<file path="src/rtl/instr_prefetch_queue_if.sv">
// Fetch-side bus of instr_prefetch_queue: instruction-memory handshake plus CPU delivery port.
// The prefetch queue uses the master modport; memory/CPU models use the slave modport.
interface instr_prefetch_queue_if;
    logic        mem_req;
    logic [31:0] mem_addr;
    logic        mem_gnt;
    logic        mem_rvalid;
    logic [31:0] mem_rdata;
    logic        redirect;
    logic [31:0] redirect_pc;
    logic        instr_valid;
    logic [31:0] instr;
    logic [31:0] instr_pc;
    logic        instr_ready;

    modport master (
        output mem_req, mem_addr, instr_valid, instr, instr_pc,
        input  mem_gnt, mem_rvalid, mem_rdata, redirect, redirect_pc, instr_ready
    );

    modport slave (
        input  mem_req, mem_addr, instr_valid, instr, instr_pc,
        output mem_gnt, mem_rvalid, mem_rdata, redirect, redirect_pc, instr_ready
    );
endinterface

</file>
<file path="src/rtl/instr_prefetch_queue.sv">
// Sequential instruction prefetcher with one outstanding memory request and a DEPTH-entry FIFO.
// Define IFQ_PERF_EN to add the perf_bubble_cnt / perf_drop_cnt counters.
module instr_prefetch_queue #(
    parameter int unsigned DEPTH    = 4,
    parameter logic [31:0] RESET_PC = 32'h0000_0000
) (
    input  logic clk,
    input  logic rst_n,
    instr_prefetch_queue_if.master bus
`ifdef IFQ_PERF_EN
    ,
    output logic [31:0] perf_bubble_cnt,
    output logic [15:0] perf_drop_cnt
`endif
);
    localparam int unsigned AW = $clog2(DEPTH);
    localparam logic [AW:0] DEPTH_C = (AW+1)'(DEPTH);

    typedef enum logic [1:0] {IDLE, WAIT, DROP} state_e;
    typedef struct packed {
        logic [31:0] pc;
        logic [31:0] word;
    } entry_t;

    state_e        state_q, state_d;
    logic [31:0]   fetch_pc_q, fetch_pc_d;
    logic [AW-1:0] wr_ptr_q, wr_ptr_d, rd_ptr_q, rd_ptr_d;
    logic [AW:0]   count_q, count_d;
    logic          req_q, req_d;
    logic          valid_q, valid_d;
    entry_t        head_q, head_d;
    entry_t        fifo_q [DEPTH];
    entry_t        push_entry;
    logic          grant, push, pop;
`ifdef IFQ_PERF_EN
    logic          drop_rsp;
    logic [31:0]   bubble_q, bubble_d;
    logic [15:0]   drop_q, drop_d;
`endif

    // A redirect withdraws an unanswered request in the same cycle.
    assign bus.mem_req     = req_q && !bus.redirect;
    assign bus.mem_addr    = fetch_pc_q;
    assign bus.instr_valid = valid_q;
    assign bus.instr       = head_q.word;
    assign bus.instr_pc    = head_q.pc;

    assign grant      = bus.mem_req && bus.mem_gnt;
    assign push       = (state_q == WAIT) && bus.mem_rvalid && !bus.redirect;
    assign pop        = valid_q && bus.instr_ready && !bus.redirect;
    assign push_entry = '{pc: fetch_pc_q - 32'd4, word: bus.mem_rdata};

    // NOTE: every always_comb output gets a default first so no path can infer a latch.
    always_comb begin
        state_d    = state_q;
        fetch_pc_d = fetch_pc_q;
        case (state_q)
            IDLE: if (grant) begin
                state_d    = WAIT;
                fetch_pc_d = fetch_pc_q + 32'd4;
            end
            WAIT: begin
                if (bus.mem_rvalid)    state_d = IDLE;
                else if (bus.redirect) state_d = DROP;
            end
            DROP: if (bus.mem_rvalid) state_d = IDLE;
            default: state_d = IDLE;
        endcase
        if (bus.redirect) fetch_pc_d = bus.redirect_pc & ~32'h3;

        wr_ptr_d = wr_ptr_q + AW'(push);
        rd_ptr_d = rd_ptr_q + AW'(pop);
        count_d  = count_q + (AW+1)'(push) - (AW+1)'(pop);
        if (bus.redirect) begin
            rd_ptr_d = wr_ptr_q;
            count_d  = '0;
        end

        // Head register preloads next cycle's FIFO head; it may be the word being pushed now.
        valid_d = (count_d != '0);
        head_d  = head_q;
        if (valid_d) head_d = (push && rd_ptr_d == wr_ptr_q) ? push_entry : fifo_q[rd_ptr_d];

        req_d = (state_d == IDLE) && (count_d < DEPTH_C);

`ifdef IFQ_PERF_EN
        drop_rsp = bus.mem_rvalid && ((state_q == DROP) || (state_q == WAIT && bus.redirect));
        bubble_d = bubble_q;
        drop_d   = drop_q;
        if (bus.instr_ready && !valid_q && bubble_q != '1) bubble_d = bubble_q + 32'd1;
        if (drop_rsp && drop_q != '1)                      drop_d   = drop_q + 16'd1;
`endif
    end

    // NOTE: sequential state uses non-blocking assignments so all flops update together.
    always_ff @(posedge clk or negedge rst_n) begin
        if (!rst_n) begin
            state_q    <= IDLE;
            fetch_pc_q <= RESET_PC;
            wr_ptr_q   <= '0;
            rd_ptr_q   <= '0;
            count_q    <= '0;
            req_q      <= 1'b0;
            valid_q    <= 1'b0;
            head_q     <= '0;
`ifdef IFQ_PERF_EN
            bubble_q   <= '0;
            drop_q     <= '0;
`endif
        end else begin
            state_q    <= state_d;
            fetch_pc_q <= fetch_pc_d;
            wr_ptr_q   <= wr_ptr_d;
            rd_ptr_q   <= rd_ptr_d;
            count_q    <= count_d;
            req_q      <= req_d;
            valid_q    <= valid_d;
            head_q     <= head_d;
`ifdef IFQ_PERF_EN
            bubble_q   <= bubble_d;
            drop_q     <= drop_d;
`endif
        end
    end

    // NOTE: FIFO storage has no reset; count/valid gate every read, so stale slots are never seen.
    always_ff @(posedge clk) begin
        if (push) fifo_q[wr_ptr_q] <= push_entry;
    end

`ifdef IFQ_PERF_EN
    assign perf_bubble_cnt = bubble_q;
    assign perf_drop_cnt   = drop_q;
`endif
endmodule

</file>
<file path="src/flat_wrapper.sv">
// flat-port wrapper written by rule: the top's interface ports become plain ports
module instr_prefetch_queue_flat 
#(
    parameter int unsigned DEPTH    = 4,
    parameter logic [31:0] RESET_PC = 32'h0000_0000
)
  (clk, rst_n, bus_mem_req, bus_mem_addr, bus_instr_valid, bus_instr, bus_instr_pc, bus_mem_gnt, bus_mem_rvalid, bus_mem_rdata, bus_redirect, bus_redirect_pc, bus_instr_ready);
  instr_prefetch_queue_if bus_i ();
  input  logic clk;
  input  logic rst_n;
  output wire logic [$bits(bus_i.mem_req)-1:0] bus_mem_req;
  output wire logic [$bits(bus_i.mem_addr)-1:0] bus_mem_addr;
  output wire logic [$bits(bus_i.instr_valid)-1:0] bus_instr_valid;
  output wire logic [$bits(bus_i.instr)-1:0] bus_instr;
  output wire logic [$bits(bus_i.instr_pc)-1:0] bus_instr_pc;
  input wire logic [$bits(bus_i.mem_gnt)-1:0] bus_mem_gnt;
  input wire logic [$bits(bus_i.mem_rvalid)-1:0] bus_mem_rvalid;
  input wire logic [$bits(bus_i.mem_rdata)-1:0] bus_mem_rdata;
  input wire logic [$bits(bus_i.redirect)-1:0] bus_redirect;
  input wire logic [$bits(bus_i.redirect_pc)-1:0] bus_redirect_pc;
  input wire logic [$bits(bus_i.instr_ready)-1:0] bus_instr_ready;
  assign bus_mem_req = bus_i.mem_req;
  assign bus_mem_addr = bus_i.mem_addr;
  assign bus_instr_valid = bus_i.instr_valid;
  assign bus_instr = bus_i.instr;
  assign bus_instr_pc = bus_i.instr_pc;
  assign bus_i.mem_gnt = bus_mem_gnt;
  assign bus_i.mem_rvalid = bus_mem_rvalid;
  assign bus_i.mem_rdata = bus_mem_rdata;
  assign bus_i.redirect = bus_redirect;
  assign bus_i.redirect_pc = bus_redirect_pc;
  assign bus_i.instr_ready = bus_instr_ready;
  instr_prefetch_queue #(.DEPTH(DEPTH), .RESET_PC(RESET_PC)) u_core (.clk(clk), .rst_n(rst_n), .bus(bus_i));
endmodule
</file>
<file path="config.mk">
export PLATFORM = sky130hd
export DESIGN_NAME = instr_prefetch_queue_flat
export DESIGN_NICKNAME = d
export VERILOG_FILES = /design/src/rtl/instr_prefetch_queue_if.sv /design/src/rtl/instr_prefetch_queue.sv /design/src/flat_wrapper.sv
export SDC_FILE = /design/constraint.sdc
export NUM_CORES = 1
export LEC_CHECK = 0
export BUFFER_PORTS_ARGS = -buffer_cell sky130_fd_sc_hd__buf_2
export CAP_MARGIN = 20
export CORE_UTILIZATION = 25
export CTS_BUF_LIST = sky130_fd_sc_hd__clkbuf_4 sky130_fd_sc_hd__clkbuf_8
export DETAILED_ROUTE_END_ITERATION = 10
export REMOVE_ABC_BUFFERS = 1
export SLEW_MARGIN = 20
export SYNTH_ARGS = -nofsm -noshare
export SYNTH_HDL_FRONTEND = slang
export SYNTH_SLANG_ARGS = --single-unit
</file>
<file path="constraint.sdc">
create_clock -name clk -period 8.1 [get_ports clk]
set_input_delay 0.405 -clock clk [delete_from_list [all_inputs] [get_ports clk]]
set_output_delay 0.405 -clock clk [all_outputs]
set_load 0.005 [all_outputs]
</file>
* After elaboration in Yosys (flattened, before gate mapping) *
Memories as Yosys holds them, arrays and structs flattened. A register that Yosys moved wholly into a read port is not among the register bits.
Cells that the tools add are included.

operators by class
  $add $sub $neg = 6
  order comparisons = 1
  equal/unequal tests = 2
  muxes and demuxes = 12
  reduce and logical (&&, ||, !) cells = 15

operators by type and width
  cell                                                                    count
  32-bit 2-to-1 mux                                                       3
  32-bit by 3-bit adder with 32-bit output (second input constant)        1
  32-bit by 3-bit subtractor with 32-bit output (second input constant)   1
  2-bit 2-to-1 mux                                                        5
  1-bit logical AND                                                       7
  2-bit case mux with 3 select lines                                      1
  2-bit by 1-bit adder with 2-bit output                                  2
  2-bit zero test                                                         2
  2-bit nonzero test                                                      2
  3-bit by 1-bit adder with 3-bit output                                  1
  3-bit less-than comparator (second input constant)                      1
  3-bit 2-to-1 mux                                                        1
  3-bit nonzero test                                                      1
  3-bit by 1-bit subtractor with 3-bit output                             1
  2-bit by 1-bit equality test with 1-bit output (second input constant)  1
  2-bit equality test (second input constant)                             1
  1-bit zero test                                                         2
  1-bit 2-to-1 mux                                                        2
  2-bit AND reduction                                                     1

storage, ports and cells
  flip-flop bits (word level) = 43
  RAM bits = 256
  input port bits = 70
  output and inout port bits = 98
  logic and storage cells = 44
  memories kept = 1

memories
  name           depth  width  read ports  clocked after Yosys merged registers in  wr ports  RTL line                    source
  u_core.fifo_q  4      64     1           1                                        1         instr_prefetch_queue.sv:32  entry_t fifo_q [DEPTH];

* Logic depth before layout (Yosys ltp) *
  depth after elaboration = 8
  gate-level depth with buffers = 16
  mapped depth without buffers = 12

* Worst setup path before layout *
No wires, ideal clock.

  kind = input port to flip-flop
  start point = in bus_redirect
  end point = mem u_core.fifo_q[2][0] (netlist bit) (enable)
  library setup time = 571 ps
  data arrival time = 5,303 ps
  data required time = 7,529 ps
  path slack = 2,225 ps
  stages = 4
  buffers on the path = 1
  cells stage by stage = buf_6 > nor2_1 > nand3_1 > nor3b_1

on the way
  cells in the longest elaborated chain, start to end = 4

RTL lines
  what                                    RTL line                     source
  from (decl)                             flat_wrapper.sv:19           input wire logic [$bits(bus_i.redirect)-1:0] bus_redirect;
  1-bit zero test                         instr_prefetch_queue.sv:49   assign push = (state_q == WAIT) && bus.mem_rvalid && !bus.redirect;
  1-bit logical AND                       instr_prefetch_queue.sv:49
  1-bit 2-to-1 mux                        instr_prefetch_queue.sv:128  if (push) fifo_q[wr_ptr_q] <= push_entry;
  1-bit 2-to-1 mux (not written as such)  instr_prefetch_queue.sv:128
  to (decl)                               instr_prefetch_queue.sv:32

No other way between the ends.

* Final worst setup path *
  start point = in bus_redirect
  end point = reg u_core.bus.instr_pc[15] (netlist name)

on the way
  cells in the longest elaborated chain, start to end = 6
  elaborated cells between the ends (all ways) = 9
  classes of those cells = add/sub: 3; mux: 2; reduce/logical: 4

RTL lines
  what                                         RTL line                                                source
  1-bit zero test                              instr_prefetch_queue.sv:49, instr_prefetch_queue.sv:50
  1-bit logical AND                            instr_prefetch_queue.sv:49
  3-bit by 1-bit adder with 3-bit output       instr_prefetch_queue.sv:73                              count_d = count_q + (AW+1)'(push) - (AW+1)'(pop);
  3-bit by 1-bit subtractor with 3-bit output  instr_prefetch_queue.sv:73
  3-bit 2-to-1 mux                             instr_prefetch_queue.sv:74                              if (bus.redirect) begin
  3-bit nonzero test                           instr_prefetch_queue.sv:80                              valid_d = (count_d != '0);

Several ways; a longest one is shown, not always the timed one.
A chain may end at the register's enable or synchronous reset.

==> run_results.csv <==
group,metric,value,unit
route,post-route-drc-count,0,
route,ant_nets,0,
sta,finalHoldViolations,0,
logic_synthesis,synth_seq_cells,351,
critical_path,required,8580,ps
route,vias,9463,
route,route.detailed.wl_per_inst,20.2,um
layout,final_nets,1264,
global_routing,grt_pass1_wl,61000,um
clock_tree,clock_latency,630,ps
placed_design,dp_hpwl,24400,um
placed_design,place.gp.congestion,0.827,
clock_tree,htreeDepth,3,
logic_synthesis,synth_largest_area_cell,"edfxtp_1",
critical_path,r2r_slack,4040,ps
critical_path,critical_path_arrival,4830,ps
logic_synthesis,synth-edff-count,248,
route,drt-pass1-iter-count,5,
power,power.total,5.73,mW
sta,finalMaxSlewViolations,0,
global_routing,grt_pass1_vias,9748,
critical_path,path_max_fanout,60,
sta,finalCriticalPeriod,4350,ps
flow_run,maxCapViolations,0,
global_routing,overflow,0,
clock_tree,tritoncts,"yes",
sta,period_share,0.537,
floorplan,die_x,245,um
route,first_iter_violations,572,
layout,diodes,0,
clock_tree,numCtsBuffers,66,
outcome,outcome,"finished, final reports clean",
layout,syn_to_final_growth,23.9,%
critical_path,worstSetupPathType,"in -> reg",
sta,relSlewSlack,0.308,
critical_path,cp-start-kind,"input port",
floorplan,rows,88,
power,p_leak,6.80,nW
critical_path,critPathCaptureType,"flop",
clock_tree,clockBufferDepth,3,
logic_synthesis,synth-async-reset-ratio,0.293,
layout,utilization,0.315,
sta,setup-tns-final,0,ps
logic_synthesis,ys_warn_count,0,
sta,fmax,230,MHz
logic_synthesis,syn_area_per_cell,15.4,um^2
logic_synthesis,netlist.area_leader.share,0.506,
floorplan,top_level_ports,168,
sta,rsz0062_at_grt,"no",
critical_path,reg2regPathDepth,11,
route,totalWireLength,40600,um
critical_path,r2r_start,"u_core.state_q[1]",
sta,setup_viol,0,
sta,skew,39.7,ps
logic_synthesis,syn-instance-count,952,
clock_tree,clock-sinks,351,
global_routing,grt_use_total,0.137,
global_routing,grt_start_max_net_pins,64,
logic_synthesis,synth_cell_type_count,64,
critical_path,endpoint,"u_core.bus.instr_pc[15]",
layout,final.fill_count,5799,
clock_tree,cts_root_buf,"clkbuf_8",
logic_synthesis,synth-seq-area-share,0.682,
floorplan,core_area,57900,um^2
critical_path,rr_endpoint,"u_core.bus.instr_pc[15]",
min_path,hp-class,"in -> reg",
sta,tightestPinTransition,1040,ps
power,p_per_area,314,nW/um^2
floorplan,initial_core_util,0.254,
floorplan,dieArea,59800,um^2
sta,holdWs,37.5,ps
global_routing,antenna_found_initial,0,
layout,drive_gt1_frac,0.303,
critical_path,cp-startpoint,"bus_redirect",
clock_tree,postCtsSetupBuffers,0,
route,viasPerCell,4.72,
placed_design,numPortBuffers,161,
floorplan,die_h,245,um
logic_synthesis,synthTopCellsByArea,"edfxtp_1 (51%), dfrtp_1 (18%), mux4_2 (9.0%), nand2_1 (3.3%), a22oi_1 (2.0%)",
clock_tree,cts.reportedPaths.clkPinSlew,60,ps
logic_synthesis,syn-cell-area,14700,um^2
power,ir_drop,0.165,mV
logic_synthesis,ys.flop_type,"edfxtp_1",
[registers in the layout, indices dropped and copies added, names as in the netlist, 2 cells and up]
name                 count
u_core.wr_ptr_q          2
u_core.rd_ptr_q          2
u_core.bus.instr        32
u_core.count_q           3
u_core.fifo_q          248
u_core.state_q           2
u_core.bus.mem_addr     30
u_core.bus.instr_pc     30
[final cells by class]
cell class                 instances  area, um^2  area share
sequential                       351       10000       0.550
multi-input combinational        524        4340       0.238
timing repair buffer             228        1460      0.0802
clock buffer                      93        1170      0.0640
tap                              765         957      0.0525
clock inverter                    29         213      0.0117
inverter                          16        60.1     0.00329
[per-layer routing]
layer | track usage | part of all wire
met1 | 0.184 | 0.44
met2 | 0.218 | 0.47
met3 | 0.0302 | 0.069
met4 | 0.0491 | 0.019
met5 | 0 | 0
[stage by stage]
step | area, um^2 | setup slack (ps) | std cells
floorplan | 14400 | 2320 | 891
global placement | 16300 | 3170 | 1833
detailed placement | 16300 | 3120 | 1833
CTS | 18200 | 3800 | 2005
global route | 18200 | 3590 | 2006
finish | 18200 | 3750 | 2006
[timing repair]
action	CTS	global route
hold buffers	50	0
resized for setup	0	0
hold endpoints to repair	181	0
[power breakdown]
| part | internal (mW) | switching, mW | total, mW |
|---|---|---|---|
| Combinational | 0.730 | 0.847 | 1.58 |
| Clock | 1.00 | 0.777 | 1.78 |
| Sequential | 2.18 | 0.183 | 2.37 |
[kinds of logic after synthesis]
logic type,Yosys count,synth area share
mux,65,0.0981
compound gates,156,0.0783
simple gates,262,0.0884
other cells,1,0.000255
flops,351,0.682
buf+inv,80,0.0271
fa+ha+maj,7,0.00647
xor+xnor,30,0.0198
[layout by cell type (no fill, tap or decap), types with 11 or more instances in the layout]
| cell type | n |
|---|---|
| edfxtp_1 | 248 |
| buf_2 | 160 |
| nand2_1 | 130 |
| dfrtp_1 | 103 |
| clkbuf_8 | 75 |
| mux4_2 | 59 |
| dlygate4sd3_1 | 50 |
| a22oi_1 | 40 |
| nor2_1 | 27 |
| o21ai_0 | 24 |
| o311ai_0 | 21 |
| nand3_1 | 20 |
| clkbuf_4 | 18 |
| inv_1 | 16 |
| buf_4 | 16 |
| xor2_1 | 15 |
| xnor2_1 | 13 |
| a21oi_1 | 13 |
| a221o_1 | 13 |
| nor3_1 | 11 |
[critical path, cell delays in order]
cell	delay [ps]
buf_2	80
buf_4	420
inv_1	440
and3_1	310
ha_1	280
inv_1	40
ha_1	180
fa_1	370
xor3_1	230
a21o_2	170
buf_4	720
inv_1	570
and3_1	320
a221o_1	250
[worst min path at each step]
stage	depth (start not counted)	from	slack [ps]	to
after floorplan	0	rst_n	110	u_core.bus.instr[0]
after global placement	2	u_core.bus.instr[6]	490	u_core.bus.instr[6]
after detailed placement	2	u_core.bus.instr[20]	500	u_core.bus.instr[20]
after CTS	3	bus_redirect_pc[6]	0.4	u_core.bus.mem_addr[6]
after global routing	3	bus_redirect_pc[6]	20	u_core.bus.mem_addr[6]
final	3	bus_redirect_pc[6]	40	u_core.bus.mem_addr[6]
[cell usage after synthesis, drive strengths merged (2+ instances only)]
library cell,number
o31a,4
dfrtp,103
nand3,20
mux4,62
nor3,13
nor3b,3
buf,30
nand3b,5
nand4,8
nand2b,4
nand4b,2
clkbuf,34
nor4,13
mux2i,2
a31oi,9
nor2,30
a41oi,4
a21oi,13
xnor2,13
a22o,6
edfxtp,248
a221o,13
or3,4
and2,8
or2,6
nand2,130
xor2,15
o311ai,21
o21ai,25
ha,6
o211ai,9
a21o,7
and3,10
inv,16
or4,2
a22oi,40
nor2b,3
(Power assumes the default switching activity.)
